**src/rtl/multicycle_alu_if.sv**
```systemverilog
// Operation request and result bundle for multicycle_alu.
// The master issues operations and the slave (the ALU) returns results.
interface multicycle_alu_if #(
  parameter int unsigned WIDTH   = 32,
  parameter int unsigned SHAMT_W = 5
);
  logic               start;
  logic [4:0]         alu_control;
  logic [WIDTH-1:0]   a;
  logic [WIDTH-1:0]   b;
  logic [SHAMT_W-1:0] shift_amount;
  logic               busy;
  logic               done;
  logic [WIDTH-1:0]   alu_result;
  logic               zero;
  logic [WIDTH-1:0]   hi;
  logic [WIDTH-1:0]   lo;
  logic               div_by_zero;

  modport master (
    output start, alu_control, a, b, shift_amount,
    input  busy, done, alu_result, zero, hi, lo, div_by_zero
  );

  modport slave (
    input  start, alu_control, a, b, shift_amount,
    output busy, done, alu_result, zero, hi, lo, div_by_zero
  );
endinterface

```
**src/rtl/multicycle_alu.sv**
```systemverilog
// Clocked ALU: single-cycle ALU/shift ops plus iterative shift-add multiply and
// restoring divide into architectural Hi/Lo, with a start/busy/done handshake.
module multicycle_alu #(
  parameter int unsigned WIDTH   = 32,
  parameter int unsigned SHAMT_W = 5
) (
  input logic             clk,
  input logic             rst_n,
  multicycle_alu_if.slave bus
);

  localparam logic [4:0] OpAdd   = 5'd0,  OpSub  = 5'd1,  OpAnd   = 5'd2,  OpOr    = 5'd3;
  localparam logic [4:0] OpXor   = 5'd4,  OpNor  = 5'd5,  OpSll   = 5'd6,  OpSrl   = 5'd7;
  localparam logic [4:0] OpSra   = 5'd8,  OpRotr = 5'd9,  OpSlt   = 5'd10, OpSltu  = 5'd11;
  localparam logic [4:0] OpSllv  = 5'd12, OpSrlv = 5'd13, OpSrav  = 5'd14, OpRotrv = 5'd15;
  localparam logic [4:0] OpMult  = 5'd16, OpDivu = 5'd19, OpMfhi  = 5'd20, OpMflo  = 5'd21;
  localparam logic [4:0] OpMthi  = 5'd22, OpMtlo = 5'd23;

  typedef enum logic [1:0] {StIdle, StPrep, StIter, StFix} state_e;

  state_e             state_q, state_d;
  logic [WIDTH-1:0]   a_q, b_q, m_q, rem_q, quo_q;
  logic [1:0]         op_q;
  logic [SHAMT_W-1:0] cnt_q;
  logic [WIDTH-1:0]   result_q, hi_q, lo_q;
  logic               zero_q, done_q, dbz_q;

  logic accept, multi_op, last_iter;
  logic is_div, sgn, a_neg, neg, b_zero;
  logic [WIDTH-1:0] mag_a, mag_b;

  assign accept    = bus.start && (state_q == StIdle || state_q == StFix);
  assign multi_op  = (bus.alu_control >= OpMult) && (bus.alu_control <= OpDivu);
  assign last_iter = (state_q == StIter) && (cnt_q == SHAMT_W'(WIDTH - 1));

  // Latched op: bit 1 selects divide, bit 0 selects the unsigned variant.
  assign is_div = op_q[1];
  assign sgn    = !op_q[0];
  assign a_neg  = sgn && a_q[WIDTH-1];
  assign neg    = sgn && (a_q[WIDTH-1] ^ b_q[WIDTH-1]);
  assign b_zero = (b_q == '0);
  assign mag_a  = a_neg ? -a_q : a_q;
  assign mag_b  = (sgn && b_q[WIDTH-1]) ? -b_q : b_q;

  always_comb begin
    state_d = state_q;
    case (state_q)
      StIdle, StFix: state_d = (accept && multi_op) ? StPrep : StIdle;
      StPrep:        state_d = StIter;
      StIter:        if (last_iter) state_d = StFix;
      default:       state_d = StIdle;
    endcase
  end

  always_ff @(posedge clk or negedge rst_n) begin
    if (!rst_n) state_q <= StIdle;
    else        state_q <= state_d;
  end

  logic [SHAMT_W-1:0] amt;
  logic [WIDTH-1:0]   rot, sc_result;

  always_comb begin
    amt       = (bus.alu_control >= OpSllv) ? bus.a[SHAMT_W-1:0] : bus.shift_amount;
    rot       = WIDTH'({bus.b, bus.b} >> amt);
    sc_result = '0;
    case (bus.alu_control)
      OpAdd:           sc_result = bus.a + bus.b;
      OpSub:           sc_result = bus.a - bus.b;
      OpAnd:           sc_result = bus.a & bus.b;
      OpOr:            sc_result = bus.a | bus.b;
      OpXor:           sc_result = bus.a ^ bus.b;
      OpNor:           sc_result = ~(bus.a | bus.b);
      OpSll, OpSllv:   sc_result = bus.b << amt;
      OpSrl, OpSrlv:   sc_result = bus.b >> amt;
      OpSra, OpSrav:   sc_result = $signed(bus.b) >>> amt;
      OpRotr, OpRotrv: sc_result = rot;
      OpSlt:           sc_result = {{(WIDTH-1){1'b0}}, $signed(bus.a) < $signed(bus.b)};
      OpSltu:          sc_result = {{(WIDTH-1){1'b0}}, bus.a < bus.b};
      OpMfhi:          sc_result = hi_q;
      OpMflo:          sc_result = lo_q;
      OpMthi, OpMtlo:  sc_result = bus.a;
      default:         sc_result = '0;
    endcase
  end

  // One iteration step. Multiply keeps {rem, quo} as the partial product with the
  // multiplier shifting out of quo; divide shifts the dividend out of quo into rem.
  logic [WIDTH:0]     mul_sum, div_shift;
  logic [WIDTH-1:0]   div_diff, rem_n, quo_n, fin_hi, fin_lo;
  logic               div_ge;
  logic [2*WIDTH-1:0] prod;

  always_comb begin
    mul_sum   = {1'b0, rem_q} + (quo_q[0] ? {1'b0, m_q} : {(WIDTH+1){1'b0}});
    div_shift = {rem_q, quo_q[WIDTH-1]};
    div_ge    = div_shift >= {1'b0, m_q};
    div_diff  = div_shift[WIDTH-1:0] - m_q;
    if (is_div) begin
      rem_n = div_ge ? div_diff : div_shift[WIDTH-1:0];
      quo_n = {quo_q[WIDTH-2:0], div_ge};
    end else begin
      rem_n = mul_sum[WIDTH:1];
      quo_n = {mul_sum[0], quo_q[WIDTH-1:1]};
    end
    prod = neg ? -{rem_n, quo_n} : {rem_n, quo_n};
    if (!is_div) begin
      {fin_hi, fin_lo} = prod;
    end else if (b_zero) begin
      fin_hi = a_q;
      fin_lo = '1;
    end else begin
      fin_hi = a_neg ? -rem_n : rem_n;
      fin_lo = neg ? -quo_n : quo_n;
    end
  end

  always_ff @(posedge clk or negedge rst_n) begin
    if (!rst_n) begin
      a_q      <= '0;
      b_q      <= '0;
      op_q     <= '0;
      m_q      <= '0;
      rem_q    <= '0;
      quo_q    <= '0;
      cnt_q    <= '0;
      result_q <= '0;
      hi_q     <= '0;
      lo_q     <= '0;
      zero_q   <= 1'b0;
      done_q   <= 1'b0;
      dbz_q    <= 1'b0;
    end else begin
      done_q <= 1'b0;
      dbz_q  <= 1'b0;
      if (accept) begin
        if (multi_op) begin
          a_q  <= bus.a;
          b_q  <= bus.b;
          op_q <= bus.alu_control[1:0];
        end else begin
          result_q <= sc_result;
          zero_q   <= (sc_result == '0);
          done_q   <= 1'b1;
          if (bus.alu_control == OpMthi) hi_q <= bus.a;
          if (bus.alu_control == OpMtlo) lo_q <= bus.a;
        end
      end
      case (state_q)
        StPrep: begin
          m_q   <= is_div ? mag_b : mag_a;
          quo_q <= is_div ? mag_a : mag_b;
          rem_q <= '0;
          cnt_q <= '0;
        end
        StIter: begin
          rem_q <= rem_n;
          quo_q <= quo_n;
          cnt_q <= cnt_q + 1'b1;
          if (last_iter) begin
            hi_q     <= fin_hi;
            lo_q     <= fin_lo;
            result_q <= fin_lo;
            zero_q   <= (fin_lo == '0);
            done_q   <= 1'b1;
            dbz_q    <= is_div && b_zero;
          end
        end
        default: ;
      endcase
    end
  end

  assign bus.busy        = (state_q == StPrep) || (state_q == StIter);
  assign bus.done        = done_q;
  assign bus.alu_result  = result_q;
  assign bus.zero        = zero_q;
  assign bus.hi          = hi_q;
  assign bus.lo          = lo_q;
  assign bus.div_by_zero = dbz_q;

endmodule

```
**src/flat_wrapper.sv**
```systemverilog
// flat-port wrapper written by rule: the top's interface ports become plain ports
module multicycle_alu_flat 
#(
  parameter int unsigned WIDTH   = 32,
  parameter int unsigned SHAMT_W = 5
)
  (clk, rst_n, bus_start, bus_alu_control, bus_a, bus_b, bus_shift_amount, bus_busy, bus_done, bus_alu_result, bus_zero, bus_hi, bus_lo, bus_div_by_zero);
  multicycle_alu_if #(.WIDTH(WIDTH), .SHAMT_W(SHAMT_W)) bus_i ();
  input logic clk;
  input logic rst_n;
  input wire logic [$bits(bus_i.start)-1:0] bus_start;
  input wire logic [$bits(bus_i.alu_control)-1:0] bus_alu_control;
  input wire logic [$bits(bus_i.a)-1:0] bus_a;
  input wire logic [$bits(bus_i.b)-1:0] bus_b;
  input wire logic [$bits(bus_i.shift_amount)-1:0] bus_shift_amount;
  output wire logic [$bits(bus_i.busy)-1:0] bus_busy;
  output wire logic [$bits(bus_i.done)-1:0] bus_done;
  output wire logic [$bits(bus_i.alu_result)-1:0] bus_alu_result;
  output wire logic [$bits(bus_i.zero)-1:0] bus_zero;
  output wire logic [$bits(bus_i.hi)-1:0] bus_hi;
  output wire logic [$bits(bus_i.lo)-1:0] bus_lo;
  output wire logic [$bits(bus_i.div_by_zero)-1:0] bus_div_by_zero;
  assign bus_i.start = bus_start;
  assign bus_i.alu_control = bus_alu_control;
  assign bus_i.a = bus_a;
  assign bus_i.b = bus_b;
  assign bus_i.shift_amount = bus_shift_amount;
  assign bus_busy = bus_i.busy;
  assign bus_done = bus_i.done;
  assign bus_alu_result = bus_i.alu_result;
  assign bus_zero = bus_i.zero;
  assign bus_hi = bus_i.hi;
  assign bus_lo = bus_i.lo;
  assign bus_div_by_zero = bus_i.div_by_zero;
  multicycle_alu #(.WIDTH(WIDTH), .SHAMT_W(SHAMT_W)) u_core (.clk(clk), .rst_n(rst_n), .bus(bus_i));
endmodule
```
**config.mk**
```make
export PLATFORM = sky130hd
export DESIGN_NAME = multicycle_alu_flat
export DESIGN_NICKNAME = d
export VERILOG_FILES = /design/src/rtl/multicycle_alu_if.sv /design/src/rtl/multicycle_alu.sv /design/src/flat_wrapper.sv
export SDC_FILE = /design/constraint.sdc
export NUM_CORES = 2
export LEC_CHECK = 0
export CAP_MARGIN = 30
export CORE_AREA = 2 2 236 238
export CTS_CLUSTER_DIAMETER = 150
export DETAILED_ROUTE_END_ITERATION = 6
export DIE_AREA = 0 0 238 240
export PLACE_DENSITY = 0.9
export REMOVE_ABC_BUFFERS = 1
export SETUP_SLACK_MARGIN = 0.3
export SYNTH_ARGS = -nofsm -noshare
export SYNTH_HDL_FRONTEND = slang
export SYNTH_SLANG_ARGS = --single-unit
```
**constraint.sdc**
```tcl
create_clock -name clk -period 5.4 [get_ports clk]
set_input_delay 1.62 -clock clk [delete_from_list [all_inputs] [get_ports clk]]
set_output_delay 1.62 -clock clk [all_outputs]
set_load 0.03 [all_outputs]
```
==> results of run 1 <==
==> per-layer routing <==
layer | GRT usage (%) | overflow
met5 | 34.5 | 0
met4 | 59.4 | 37
met3 | 55.4 | 0
met2 | 77.7 | 17
met1 | 62.8 | 2
==> per-stage QoR <==
step | setup slack (ns) | util [%]
floorplan | -5.00 | -
global placement | -0.767 | 70.5
detailed placement | -0.798 | 70.5
CTS | 0.278 | 73.3
==> cell families after synthesis <==
kind of cell,count (synthesis)
adders and majority gates,171
xor gates and xnor gates,204
buffers and inverters,491
AOI/OAI and AO/OA,1358
and+or+nand+nor,1311
DFF,268
muxes,358
==> cells in the mapped netlist, types with 18 or more instances <==
library cell and instances:
and2_1 22, a222oi_1 27, mux2_2 101, a221o_1 18, a32oi_1 18, buf_4 18
o21ai_1 24, nor2b_1 31, a221oi_1 35, clkbuf_1 215, o22ai_1 37, inv_1 163
xnor2_1 121, o211ai_1 51, nand2b_1 36, o31ai_1 36, a22o_1 32, nand2_1 386
nor3_1 89, a21oi_1 334, nand4_1 34, or3_1 32, o21ai_0 273, buf_2 46
xor2_1 83, o221ai_1 25, and3_1 42, a21o_1 66, nand3_1 82, nor4_1 29
mux2i_1 205, ha_1 167, nor2_1 425, o21a_1 21, a31oi_1 71, buf_1 33
mux4_2 50, or2_2 21, dfrtp_1 268, a22oi_1 32, a211oi_1 58
==> repair_timing <==
| action | 4_1_cts |
|---|---|
| setup buffers | 21 |
| resized for setup | 84 |
| setup endpoints to repair | 28 |
| cloned | 1 |
| pin swaps | 25 |
==> out/results.ini, run 1 <==
[run_status]
outcome=stopped before the end
stop_stage=5_1_grt
stop_error=[ERROR GRT-0116] Global routing finished with congestion. Check the congestion regions in the DRC Viewer.

[die]
num_io_pins=177
start_util_pct=59.1
placementRows=86
die_height_um=240
die_width_um=238

[placed_design]
dp.cells=5340
numPortBuffers=176
dpl.hpwl_um=116000
place_congestion=1.49
placed_area_sq_um=38600

[clocking]
cts_root_buf=clkbuf_16
cts-buffers-inserted=30
cts.htree.levels=1
clockBufferDepth=3
holdBufCountCts=0
clkSinkCount=268

[synthesis]
yosysTopAreaCell=dfrtp_1
synthArstFlopShare_pct=100
synthXorXnorAreaFrac_pct=5.53
ys_types=114
yosys_warnings=0
synth_compound_area_share_pct=28.1
synth_area_sq_um=32300
synthAdderAreaFrac_pct=6.71
synth_top_family_by_area=compound AO/OA/AOI/OAI gates
synthSimpleGateAreaFrac_pct=19.1
syn_inst=4161
seq_area_frac_synth_pct=20.7
synthMuxAreaShare_pct=13.5
synthFlopType=dfrtp_1
synthTopCellsByArea=dfrtp_1 21%, ha_1 6.5%, mux2i_1 6.3%
synth-seq-cells=268
avgSynthCellArea_sq_um=7.77
synth_edf_count=0
netlist.area_leader.share_pct=20.7

[global_route]
grt_pass1_wl_um=278000
grt_use_total_pct=64.1
overflow=56
grt_max_degree=108
grt_pass1_vias=44595

==> inputs of run 2 (changes only) <==
--- a/config.mk
+++ b/config.mk
@@ -6,13 +6,11 @@
 export NUM_CORES = 2
 export LEC_CHECK = 0
 export CAP_MARGIN = 30
-export CORE_AREA = 2 2 236 238
-export CTS_CLUSTER_DIAMETER = 150
+export CORE_AREA = 2 2 288 290
 export DETAILED_ROUTE_END_ITERATION = 6
-export DIE_AREA = 0 0 238 240
-export PLACE_DENSITY = 0.9
+export DIE_AREA = 0 0 290 292
+export PLACE_DENSITY_LB_ADDON = 0.15
 export REMOVE_ABC_BUFFERS = 1
-export SETUP_SLACK_MARGIN = 0.3
 export SYNTH_ARGS = -nofsm -noshare
 export SYNTH_HDL_FRONTEND = slang
 export SYNTH_SLANG_ARGS = --single-unit
==> out/results.ini, run 2 <==
[die]
start_util_pct=39.6
die_area_sq_um=84700
placementRows=105
die_width_um=290
die_height_um=292
num_io_pins=177
core-area_sq_um=81600

[clocking]
cts.htree.levels=2
clkSinkCount=268
cts_root_buf=clkbuf_16
clockBufferDepth=3
clock_latency_ns=0.58
cts-buffers-inserted=35
cts_tree=done
clkTransAtPathRegs_ns=0.07

[synthesis]
syn_inst=4161
synth_common_cells=425 x nor2_1, 386 x nand2_1, 334 x a21oi_1
yosysTopAreaCell=dfrtp_1
ys_types=114
netlist.area_leader.share_pct=20.7
synthTopCellsByArea=dfrtp_1 21%, ha_1 6.5%, mux2i_1 6.3%
synthArstFlopShare_pct=100
avgSynthCellArea_sq_um=7.77
yosys_warnings=0
synth-seq-cells=268
yosysMostFrequentCell=nor2_1
synth_edf_count=0
synthFlopType=dfrtp_1
seq_area_frac_synth_pct=20.7
synth_area_sq_um=32300

[layout]
layout_commonest_cell=buf_4
utilization_pct=52.5
area_growth_pct=32.4
nets=5180
final_cell_mix=841 x buf_4, 420 x nor2_1, 385 x nand2_1
fill_cells=7882
final_cells=6024
drive_gt1_share_pct=25.4

[power]
clockPowerShare_pct=10.3
internal_power_uw=11100
switching_share_pct=52.6
power.switching_uw=12300
p_comb_share_pct=71.1
power_density_nw_per_um2=546
worst_ir_drop_vdd_mv=0.423
power_frac_seq_pct=18.7
finalPower_uw=23400
p_leak_uw=0.0192

[detailed_routing]
drc=2
wl_per_cell_um=30.2
drtAntennaViolNets=0
drt_iter0_drc=4544
vias_per_cell=6.35
routed_wl_um=182000
vias=38224
first_pass_iters=7

[worst_setup_path]
slowest_stage=clkdlybuf4s50_1
endpoint_kind=flop
cp_max_fo=3
cpPeakStageDelay_ns=0.50
critPathTopFamily=compound AO/OA/AOI/OAI gates
cpMostUsedCell=buf_4
timing.critical_path.cells=clkdlybuf4s50_1 -> inv_1 -> buf_4 -> ha_1 -> nand2b_1 -> a221oi_2 -> a31oi_4 -> a211oi_4 -> o41a_1 -> buf_4 -> o31a_1 -> buf_4 -> o22ai_1 -> a2111oi_1 -> buf_4 -> and4_1 -> nand4_1 -> nor4_4 -> buf_4 -> nand3_1 -> nand3_1
cp.required_ns=5.89
start_kind=input port
crit_arrival_ns=5.90
cp_num_buf_inv=7
crit_type=input port to flop

[min_path]
hp-class=flop to flop

[sta]
fin_crit_sh_pct=100
fin_crit_ns=5.41
slew_violations=0
hold_slack_ns=0.484
slew-limit-headroom_pct=30.6
finalHoldViolCount=0
tightest_slew_ns=1.03
finalWorstSetupSlack_ns=-0.0102
max_clock_freq_ghz=0.185
setup-violations-final=1
fin_skew_ns=0.0336

[placed_design]
numPortBuffers=176
dpl.hpwl_um=148000
dp.cells=5949
place_congestion=1.10

[global_route]
antenna_found_initial=2
grt_max_degree=80
overflow=0
grt_pass1_vias=36281
grt_pass1_wl_um=260000
grt_use_total_pct=41.6

[run]
maxCapViolCount=0

[run_status]
outcome=finished with violations
violations=DRC, setup timing

run 2: repair_timing:
item | in CTS | in global routing
gates resized for setup | 55 | 84
hold buffers | 0 | 0
endpoints found under the hold margin | 0 | 0
buffers inserted | 7 | 9
pin swaps | 15 | 23
cloned | 0 | 0
endpoints found under the setup margin | 8 | 7
run 2: worst paths after layout:
kind | start | end | slack (ns) | depth (start not counted)
max in group asynchronous | rst_n | u_core.cnt_q[1]$_DFFE_PN0P_ | 3.45 | 2
worst max register to register | u_core.quo_q[0]$_DFFE_PN0P_ | u_core.bus.hi[31]$_DFF_PN0_ | 0.24 | 17
min in group asynchronous | rst_n | u_core.m_q[26]$_DFFE_PN0N_ | 0.96 | 1
worst min-delay path | u_core.m_q[16]$_DFFE_PN0N_ | u_core.m_q[16]$_DFFE_PN0N_ | 0.48 | 1
worst max-delay path | bus_b[4] | u_core.bus.zero$_DFF_PN0_ | -0.01 | 21
worst min register to register | u_core.m_q[16]$_DFFE_PN0N_ | u_core.m_q[16]$_DFFE_PN0N_ | 0.48 | 1
run 2: cell type report:
class / count / area, sq um / share of cell area, %
multi-input cells: 3402 / 24200 / 56.5
repair buffers: 1058 / 8820 / 20.6
flip-flops and latches: 268 / 6710 / 15.7
well taps: 1070 / 1340 / 3.13
clock buffers: 50 / 1010 / 2.36
inverters: 167 / 627 / 1.46
clock inverters: 8 / 101 / 0.237
diodes: 1 / 2.50 / 0.00584
run 2: metal layers:
metal  GRT usage (%)  part of all wire (%)
met1            53.5                    40
met2            67.4                    45
met3            5.49                   8.2
met4            23.5                   6.8
met5               0                     0
run 2: through the flow:
stage / setup WS, ns / setup TNS (ns) / cell area (sq um)
after floorplan: -5.00 / -455.92 / 30900
final: -0.0102 / -0.0102 / 42800
after detailed placement: -1.07 / -11.27 / 41000
after global placement: -1.06 / -10.24 / 41000
after global routing: -0.0294 / -0.0517 / 42800
after CTS: 0.0199 / 0 / 42400
run 2: cells by family after synthesis:
family                   count (synthesis)  synth area share, %
AO/OA/AOI/OAI                         1358                 28.1
AND/OR/NAND/NOR                       1311                 19.1
XOR/XNOR                               204                 5.53
buffers and inverters                  491                 6.32
flip-flops                             268                 20.7
adder cells (fa/ha/maj)                171                 6.71
multiplexers                           358                 13.5
run 2: power groups by stage:
stage / combinational (uW) / clock (uW) / sequential (uW)
finish: 16600 / 2400 / 4360
floorplan: 9410 / 0 / 4520
CTS: 16200 / 2420 / 4280
detailed placement: 16100 / 0 / 4300
global route: 17700 / 2490 / 4420
global placement: 16000 / 0 / 4300
Power figures use the tool's default switching activity.
